## config.mk

```make
export PLATFORM = sky130hd
export DESIGN_NAME = video_timing_gen
export DESIGN_NICKNAME = d
export VERILOG_FILES = /design/src/rtl/video_timing_gen.sv
export SDC_FILE = /design/constraint.sdc
export NUM_CORES = 1
export LEC_CHECK = 0
export CORE_ASPECT_RATIO = 0.7
export CORE_UTILIZATION = 30
export DETAILED_ROUTE_END_ITERATION = 16
export HOLD_SLACK_MARGIN = 0.12
export PLACE_DENSITY_LB_ADDON = 0.12
export SYNTH_ARGS = -nofsm -noshare
export SYNTH_HDL_FRONTEND = slang
export SYNTH_SLANG_ARGS = --single-unit
```

## constraint.sdc

```tcl
create_clock -name clk -period 2.85 [get_ports clk]
set_input_delay 0.4275 -clock clk [delete_from_list [all_inputs] [get_ports clk]]
set_output_delay 0.4275 -clock clk [all_outputs]
set_load 0.1 [all_outputs]
```

## src/rtl/video_timing_gen.sv

```systemverilog
// Free-running VGA timing generator: sync, visible-area flag, half-resolution
// coordinates, line/frame pulses and a frame counter, all registered.
module video_timing_gen #(
    parameter int   H_ACTIVE = 640,
    parameter int   H_FP     = 16,
    parameter int   H_SYNC   = 96,
    parameter int   H_BP     = 48,
    parameter int   V_ACTIVE = 480,
    parameter int   V_FP     = 10,
    parameter int   V_SYNC   = 2,
    parameter int   V_BP     = 33,
    parameter logic SYNC_POL = 1'b0
) (
    input  logic       clk,
    input  logic       rst_n,
    output logic       o_hsync,
    output logic       o_vsync,
    output logic       o_display_on,
    output logic [8:0] o_hpos,
    output logic [8:0] o_vpos,
    output logic       o_line_start,
    output logic       o_frame_start,
    output logic [7:0] o_frame_count
);

    localparam int H_TOTAL = H_ACTIVE + H_FP + H_SYNC + H_BP;
    localparam int V_TOTAL = V_ACTIVE + V_FP + V_SYNC + V_BP;

    // Compare constants are 11 bits so a sync end of exactly 1024 still works.
    localparam logic [10:0] H_LAST     = 11'(H_TOTAL - 1);
    localparam logic [10:0] V_LAST     = 11'(V_TOTAL - 1);
    localparam logic [10:0] H_ACT      = 11'(H_ACTIVE);
    localparam logic [10:0] V_ACT      = 11'(V_ACTIVE);
    localparam logic [10:0] HS_START   = 11'(H_ACTIVE + H_FP);
    localparam logic [10:0] HS_END     = 11'(H_ACTIVE + H_FP + H_SYNC);
    localparam logic [10:0] VS_START   = 11'(V_ACTIVE + V_FP);
    localparam logic [10:0] VS_END     = 11'(V_ACTIVE + V_FP + V_SYNC);

    logic [9:0]  h_cnt_reg, h_cnt_next;
    logic [9:0]  v_cnt_reg, v_cnt_next;
    logic [10:0] h_ext, v_ext;
    logic        h_wrap, v_wrap;
    logic        h_vis, v_vis, origin;

    logic        hsync_reg, hsync_next;
    logic        vsync_reg, vsync_next;
    logic        display_on_reg, display_on_next;
    logic [8:0]  hpos_reg, hpos_next;
    logic [8:0]  vpos_reg, vpos_next;
    logic        line_start_reg, line_start_next;
    logic        frame_start_reg, frame_start_next;
    logic [7:0]  frame_count_reg, frame_count_next;
    logic        first_frame_reg, first_frame_next;

    assign h_ext = {1'b0, h_cnt_reg};
    assign v_ext = {1'b0, v_cnt_reg};

    always_comb begin
        h_wrap     = (h_ext == H_LAST);
        v_wrap     = (v_ext == V_LAST);
        h_cnt_next = h_wrap ? 10'd0 : h_cnt_reg + 10'd1;
        v_cnt_next = v_cnt_reg;
        if (h_wrap) begin
            v_cnt_next = v_wrap ? 10'd0 : v_cnt_reg + 10'd1;
        end
    end

    always_comb begin
        h_vis  = (h_ext < H_ACT);
        v_vis  = (v_ext < V_ACT);
        origin = (h_cnt_reg == 10'd0) && (v_cnt_reg == 10'd0);

        display_on_next  = h_vis && v_vis;
        hpos_next        = h_vis ? h_cnt_reg[9:1] : 9'd0;
        vpos_next        = v_vis ? v_cnt_reg[9:1] : 9'd0;
        hsync_next       = ((h_ext >= HS_START) && (h_ext < HS_END)) ? SYNC_POL : ~SYNC_POL;
        vsync_next       = ((v_ext >= VS_START) && (v_ext < VS_END)) ? SYNC_POL : ~SYNC_POL;
        line_start_next  = (h_cnt_reg == 10'd0);
        frame_start_next = origin;

        // The very first frame after reset keeps count 0; later ones advance it.
        frame_count_next = frame_count_reg;
        first_frame_next = first_frame_reg;
        if (origin) begin
            first_frame_next = 1'b0;
            if (!first_frame_reg) begin
                frame_count_next = frame_count_reg + 8'd1;
            end
        end
    end

    always_ff @(posedge clk or negedge rst_n) begin
        if (!rst_n) begin
            h_cnt_reg       <= 10'd0;
            v_cnt_reg       <= 10'd0;
            hsync_reg       <= ~SYNC_POL;
            vsync_reg       <= ~SYNC_POL;
            display_on_reg  <= 1'b0;
            hpos_reg        <= 9'd0;
            vpos_reg        <= 9'd0;
            line_start_reg  <= 1'b0;
            frame_start_reg <= 1'b0;
            frame_count_reg <= 8'd0;
            first_frame_reg <= 1'b1;
        end else begin
            h_cnt_reg       <= h_cnt_next;
            v_cnt_reg       <= v_cnt_next;
            hsync_reg       <= hsync_next;
            vsync_reg       <= vsync_next;
            display_on_reg  <= display_on_next;
            hpos_reg        <= hpos_next;
            vpos_reg        <= vpos_next;
            line_start_reg  <= line_start_next;
            frame_start_reg <= frame_start_next;
            frame_count_reg <= frame_count_next;
            first_frame_reg <= first_frame_next;
        end
    end

    assign o_hsync       = hsync_reg;
    assign o_vsync       = vsync_reg;
    assign o_display_on  = display_on_reg;
    assign o_hpos        = hpos_reg;
    assign o_vpos        = vpos_reg;
    assign o_line_start  = line_start_reg;
    assign o_frame_start = frame_start_reg;
    assign o_frame_count = frame_count_reg;

endmodule
```

-- Word-level counts from Yosys, hierarchy flattened
Index checks and enable logic that the tools add are counted.
- output and inout port bits: 31
- latch bits: 0
- memory bits (read-only): 0
- word-level logic and storage cells: 36
- RAM bits: 0
- memories: 0
- input bits: 2
- register bits: 52
- bitwise operators: 1
- eq/ne operators: 2
- reduce and logical (&&, ||, !) cells: 7
- shift operators: 0
- $add $sub $neg: 3
- $mul: 0
- div/mod/pow operators: 0
- magnitude comparators: 6
- multiplexer cells: 6
- operators by type and width (kind ; count):
    $add 10x1->10 const B ; 2
    $eq 10x10->1 const B ; 2
    $logic_not 10->1 ; 2
    $lt 10x10->1 const B ; 2
    $lt 10x9->1 const B ; 2
    $mux 10 ; 2
    $mux 9 ; 2
    $ge 10x10->1 const B ; 1
    $ge 10x9->1 const B ; 1
    $add 8x1->8 const B ; 1
    $logic_and 1x1->1 ; 4
    $mux 1 ; 2
    $reduce_and 2->1 ; 1
    $not 1->1 ; 1

-- Depth between registers and ports, before layout
Gate-level depths: netlist (run 1).
- word-level depth: 3
- depth in mapped cells: 6

-- Least setup slack after synthesis (run 1)
Ideal clock, no wire load.
- path type: reg-to-reg
- start: register v_cnt_reg[1]
- end: register frame_count_reg[1], in the netlist o_frame_count[1]
- clock period less this slack: 2.090 ns
- path slack: 0.760 ns
- stages on the path, launching flop included: 7
- arrival time: 1.964 ns
- required time: 2.724 ns
- path buffers: 0
- library setup time: 0.126 ns
- path through: dfrtp_1 -> inv_1 -> ha_1 -> nor4b_1 -> nand3_1 -> nor3_1 -> mux2_2
- word-level cells in the longest chain between the ends: 3
- ends and longest elaborated chain (element ; RTL line ; text):
    start, declared ; 40 ; logic [9:0] v_cnt_reg, v_cnt_next;
    start signal, assigned ; 107 ; v_cnt_reg <= v_cnt_next;
    $logic_not 10->1 ; 71 ; origin = (h_cnt_reg == 10'd0) && (v_cnt_reg == 10'd0);
    $logic_and 1x1->1 ; 71 ;
    $reduce_and 2->1 (no source line) ; n/a ;
    end signal, assigned ; 115 ; frame_count_reg <= frame_count_next;
    end, declared ; 52 ; logic [7:0] frame_count_reg, frame_count_next;
No other way between the ends.
A chain may end at the register's enable or synchronous reset.

-- Final worst setup path (run 1)
- start: register h_cnt_reg[1]
- end: register frame_count_reg[1], in the netlist o_frame_count[1]
- word-level cells in the longest chain between the ends: 3
- ends and longest elaborated chain (element ; RTL line ; text):
    start, declared ; 39 ; logic [9:0] h_cnt_reg, h_cnt_next;
    start signal, assigned ; 106 ; h_cnt_reg <= h_cnt_next;
    $logic_not 10->1 ; 71 ;
    $logic_and 1x1->1 ; 71 ;
    $reduce_and 2->1 (no source line) ; n/a ;
No other way between the ends.

==> metrics.txt, run 1 <==
HPWL Detailed=3340 microns; worst reg2reg startpoint=h_cnt_reg[1]$_DFF_PN0_; Final Non-Filler Cells=around 330; min Tclk post-route=2.12 ns; vias in the first global route=1509; power per cell area=439 nW/um^2; share of cells above drive strength 1=19.7%; Yosys reg bits=52; Synth area leaders=dfrtp_1 55%, nand3_1 3.6%, dfstp_2 3.6%, and2_1 3.4%, xor2_1 3.2%; kind of critical path=flop to flop; Hold-fix buffers, CTS=1; n_diodes=0; post-synth cell types=34; CTS Buf Count=5; Ys Warns=0; outcome=completed; setup bufs post-CTS=0; Final nets=245; final antenna-violating net count=0; Fmax=approximately 470 MHz; PortBufs=32; Synth top area share=55.2%; initial antenna violation count=0; post-CTS sizing=0; clk_lat worst skew=0.30 ns; I/O Pins=33; Placed Cells=324; Final period util=74.5%; GRT overflow=0; DRC viols=0; initial DRC count=69; pin count of the biggest net entering global routing=35; total track usage=~13%; HP Start=o_frame_count[7]$_DFFE_PN0P_; FP Rows=25; leak pwr=0.00123 uW; crit path DAT=2.31 ns; Setup Viol. Count Final=0; Least-Margin Pin Slew=0.716 ns; Core ar.=about 6900 sq um; Reg2Reg Depth=6; ys async rst share=100%; dominant cell type by area after synthesis=dfrtp_1; sequential cell area fraction in the yosys report=58.8%; Pwr Total=1170 uW; DIE AREA=7750 sq um; RSZ-0062 raised after global routing=false; DR vias/cell=roughly 4.8; CTS clock-pin slew for the worst setup and hold paths=0.09 ns; Post-synth EDFFs=0; Via Count=about 1600; DRT Pass-1 Iters=4; CTS tree=done; CTS H-tree lvls=2; Syn-to-layout area delta=19.7%; required time worst endpoint=~3.0 ns; peak supply drop=0.176 mV; setup TNS=0 ns; Post-Syn Nets=209; r2r setup slk=slightly above 0.7 ns; syn avg cell area=around 11 sq um; WHS Path Cells=1; total wire length=4600 microns; Mapped Area=approximately 2200 sq um; Max Root-Sink Buffers=2; Final Hold Vio Count=0; CP startpoint kind=flop; Mapped Cells=a little over 200; Slew Limit Headroom=51.8%; Layout Skew=~0.008 ns; Max Fanout on Critical Path=9; Routed wire per std cell=between 10 and 15 microns; die width=about 100 microns; reg-to-reg endpoint=o_frame_count[1]$_DFFE_PN0P_; initial core utilization=32.0%; Endpoint, Worst Hold=o_frame_count[7]$_DFFE_PN0P_; most frequent cell after synthesis=dfrtp_1; MaxCap Viol Count=0; chip height=74.0 microns; GPL Wtd Cong=0.783; clock sinks=52; predominant post-synthesis flop cell=dfrtp_1; Post-synth top cells=49 x dfrtp_1, 16 x nand3_1, 13 x nor3_1, 13 x o21ai_0; first-pass GRT wire length=7750 microns; worst hold path class=flop to flop; CP endpoint kind=flop; worst hold margin=0.468 ns; Final Max Slew Viols=0; CTS root buf=clkbuf_8
==> where the power goes <==
part | switching, uW | internal, uW | total [uW]
clock network | 229 | 176 | 405
logic | 20.0 | 3.18 | 23.1
registers | 0.184 | 738 | 738
==> worst max-delay path by stage <==
stage	startpoint	cells past startpoint	end	slack, ns
after global routing	h_cnt_reg[0]$_DFF_PN0_	6	o_frame_count[1]$_DFFE_PN0P_	0.51
after floorplan	v_cnt_reg[1]$_DFFE_PN0N_	6	o_frame_count[1]$_DFFE_PN0P_	0.76
after detailed placement	h_cnt_reg[0]$_DFF_PN0_	6	o_frame_count[1]$_DFFE_PN0P_	0.72
final	h_cnt_reg[1]$_DFF_PN0_	6	o_frame_count[1]$_DFFE_PN0P_	0.73
after global placement	h_cnt_reg[7]$_DFF_PN0_	4	v_cnt_reg[6]$_DFFE_PN0N_	0.69
after CTS	h_cnt_reg[0]$_DFF_PN0_	6	o_frame_count[1]$_DFFE_PN0P_	0.69
==> logic make-up (layout without fill, tap and decap cells) <==
| group | Yosys count | count (layout) | synth area share, % |
|---|---|---|---|
| and+or+nand+nor | 85 | 85 | 21.9 |
| buffers and inverters | 19 | 56 | 3.66 |
| DFF | 52 | 52 | 58.8 |
| AOI/OAI and AO/OA | 24 | 24 | 6.20 |
| adders and majority gates | 5 | 5 | 2.82 |
| other | 1 | 1 | 0.169 |
| muxes | 1 | 1 | 0.507 |
| xor gates and xnor gates | 15 | 15 | 5.92 |
==> layer usage <==
metal  global-route usage, %  wire length, microns
met2                    17.2                  1830
met4                    4.23                    45
met1                    19.8                  2470
met5                       0                     0
met3                    3.51                   256
==> layout make-up <==
| cell class | count | area, sq um |
|---|---|---|
| fill | 684 | 4290 |
| clock buffer | 7 | 76.3 |
| multi-input combinational | 131 | 833 |
| sequential | 52 | 1310 |
| tap | 94 | 118 |
| timing repair buffer | 36 | 270 |
| inverter | 12 | 45.0 |
| clock inverter | 1 | 8.76 |
==> critical path, cell delays in order, from the launching register on <==
cell and delay [ns]:
dfrtp_1 0.44, inv_1 0.07, ha_1 0.13, nor4b_1 0.28
nand3_1 0.33, nor3_1 0.39, mux2_2 0.38
==> cells in the final DEF (no fill, tap or decap), types with 2 or more instances in the layout <==
cell type,n
nor3_1,13
dfrtp_1,49
nor2b_1,3
nor2_1,9
and2_1,12
a21oi_1,5
nand4b_1,2
o21ai_0,13
inv_1,12
o211ai_1,2
clkbuf_8,5
or3_1,3
nand4_1,4
nand3_1,16
nor4_1,3
dfstp_2,3
nand2_1,8
clkbuf_1,2
buf_4,34
xnor2_1,7
ha_1,5
nor4b_1,3
xor2_1,8
and3_1,4
and4_1,2
==> stage by stage <==
stage                     area (sq um)  util [%]  setup slack [ns]
after global routing              2660      38.3             0.512
after CTS                         2660      38.3             0.687
final                             2660      38.3             0.726
after detailed placement          2560      36.9             0.722
after global placement            2560      36.9             0.694
after floorplan                   2220         -             0.760
No activity file was read; power rests on OpenSTA's default activity.
==> run 2: changes to the inputs <==
==> constraint.sdc (replaced) <==
create_clock -name clk -period 2.2 [get_ports clk]
set_input_delay 0.33 -clock clk [delete_from_list [all_inputs] [get_ports clk]]
set_output_delay 0.33 -clock clk [all_outputs]
set_load 0.1 [all_outputs]
==> run 2 against run 1 <==
Against the previous run: flip-flop and latch count did not move; highest routed layer unchanged; sequential power up 30%; clock-buffer cell count is 1 lower; largest cell class unchanged; largest power group unchanged; design area is 3.0% higher.
==> metrics.txt, run 2 (same netlist as run 1, synthesis figures left out) <==
outcome=completed; WHS Path Cells=1 (unchanged); vias in the first global route=1534 (+1.7%); crit path DAT=2.19 ns (-0.12 ns); Slew Limit Headroom=58.9% (+7.1 points); Final period util=88.7% (+14 points); Placement Setup Slack=0.238 ns (-0.484 ns); Setup Viol. Count Final=0 (unchanged); kind of critical path=flop to flop; total track usage=13.2% (+0.35 points); die width=105 microns (unchanged); worst path buffer plus inverter count=0 (-1); I/O Pins=33 (unchanged); worst reg2reg startpoint=h_cnt_reg[0]$_DFF_PN0_; Layout fillers=700 (+2.3%); Final nets=253 (+3.3%); required time worst endpoint=2.44 ns (-0.60 ns); worst hold margin=0.484 ns (+0.0163 ns); CTS clock-pin slew for the worst setup and hold paths=0.10 ns (about the same); power per cell area=561 nW/um^2 (+28%); clock sinks=52 (unchanged); MaxCap Viol Count=0 (unchanged); chip height=74.0 microns (unchanged); final instance area=2740 sq um (+3.0%); Max Root-Sink Buffers=2 (unchanged); r2r setup slk=0.25 ns (-0.48 ns); commonest cells after routing, fill and taps aside=49 x dfrtp_1, 41 x buf_4, 16 x nand3_1, 13 x nor3_1, 13 x o21ai_0; CP max stage cell=or4_4; Endpoint, Worst Hold=o_frame_count[7]$_DFFE_PN0P_; Least-Margin Pin Slew=0.611 ns (-0.105 ns); CTS H-tree lvls=2 (unchanged); clk_lat worst skew=0.31 ns (about the same); DP Area=2630 sq um (+2.8%); min setup slack post-route=0.249 ns (-0.478 ns); Finished Core Util=39.4% (+1.2 points); Routed wire per std cell=13.7 microns (-0.65%); worst hold path class=flop to flop; HPWL Detailed=3470 microns (+4.1%); leak pwr=0.00128 uW (+4.1%); CTS Buf Count=5 (unchanged); crit-path max cell delay=0.60 ns (+0.16 ns); Fmax=512 MHz (+8.8%); initial antenna violation count=0 (unchanged); GPL Wtd Cong=0.778 (-0.68%); initial DRC count=92 (+33%); CP endpoint kind=flop; CP startpoint kind=flop; Final Max Slew Viols=0 (unchanged); Reg2Reg Depth=5 (-1); pin count of the biggest net entering global routing=29 (-17%); final antenna-violating net count=0 (unchanged); peak supply drop=0.226 mV (+28%); min Tclk post-route=1.95 ns (-0.172 ns); reg-to-reg endpoint=v_cnt_reg[7]$_DFFE_PN0N_; share of cells above drive strength 1=23.1% (+3.4 points); RSZ-0062 raised after global routing=false; initial core utilization=32.0% (unchanged); most common cell after layout, fill and taps aside=dfrtp_1; DRT Pass-1 Iters=4 (unchanged); Layout Skew=0.0138 ns (+0.00590 ns); FP Rows=25 (unchanged); first-pass GRT wire length=7850 microns (+1.3%); critical path, cell by cell=ha_1 -> nand4_1 -> or4_4 -> or3_1 -> o21ai_0; Final Hold Vio Count=0 (unchanged); delay-heaviest family, CP=simple AND/OR/NAND/NOR gates; PortBufs=32 (unchanged); CTS root buf=clkbuf_8; DIE AREA=7750 sq um (unchanged); DR vias/cell=4.68 (-2.0%); DRC viols=0 (unchanged); GRT overflow=0 (unchanged); HP Start=o_frame_count[7]$_DFFE_PN0P_; setup TNS=0 ns (unchanged); CTS tree=done; Max Fanout on Critical Path=6 (-3); Syn-to-layout area delta=23.3%; Via Count=1597 (+0.31%); total wire length=4680 microns (+1.7%); Core ar.=6940 sq um (unchanged); n_diodes=0 (unchanged)
run 2: cell count changes in the layout (fill, tap and decap cells not counted), sizes merged:
cell    previous run  this run
buf               35        43
clkbuf             7         6
inv               12        13
run 2: worst max path at each step:
| stage | depth (start not counted) | to | start | slack, ns |
|---|---|---|---|---|
| floorplan | 6 | o_frame_count[1]$_DFFE_PN0P_ | v_cnt_reg[1]$_DFFE_PN0N_ | 0.11 |
| global placement | 4 | v_cnt_reg[7]$_DFFE_PN0N_ | h_cnt_reg[7]$_DFF_PN0_ | 0.25 |
| detailed placement | 6 | o_frame_count[1]$_DFFE_PN0P_ | v_cnt_reg[1]$_DFFE_PN0N_ | 0.24 |
| CTS | 6 | o_frame_count[1]$_DFFE_PN0P_ | v_cnt_reg[1]$_DFFE_PN0N_ | 0.22 |
| global route | 5 | v_cnt_reg[7]$_DFFE_PN0N_ | h_cnt_reg[0]$_DFF_PN0_ | 0.10 |
| finish | 5 | v_cnt_reg[7]$_DFFE_PN0N_ | h_cnt_reg[0]$_DFF_PN0_ | 0.25 |
run 2: where the power goes:
part           internal, uW  total, uW  switching, uW
clock                   228        546            318
sequential              956        956          0.247
combinational          6.54       32.9           26.3
total                  1190       1530            345
run 2: what timing repair did:
item / 4_1_cts / 5_1_grt
setup buffers: 0 / 0
setup endpoints to repair: 0 / 4
resized for setup: 0 / 1
hold buffers: 1 / 0
endpoints found under the hold margin: 23 / 0
run 2: through the flow:
step / total power (uW) / std cells
2_1_floorplan: 983 / 202
6_report: 1540 / 341
3_3_place_gp: 1010 / 332
3_5_place_dp: 1010 / 332
5_1_grt: 1600 / 341
4_1_cts: 1560 / 341
run 2: layer usage:
| metal | routed length, microns | track usage (%) | part of all wire (%) |
|---|---|---|---|
| met4 | 70 | 4.69 | 1.5 |
| met5 | 0 | 0 | 0 |
| met3 | 210 | 3.59 | 4.5 |
| met2 | 1880 | 17.4 | 40 |
| met1 | 2520 | 20.5 | 54 |
run 2: layout make-up:
cell class	instances	area (sq um)	share of cell area, %
multi-input combinational	131	840	30.7
clock inverter	2	13.8	0.503
timing repair buffer	44	343	12.5
tap	94	118	4.30
inverter	12	45.0	1.65
clock buffer	6	72.6	2.65
sequential	52	1310	47.7
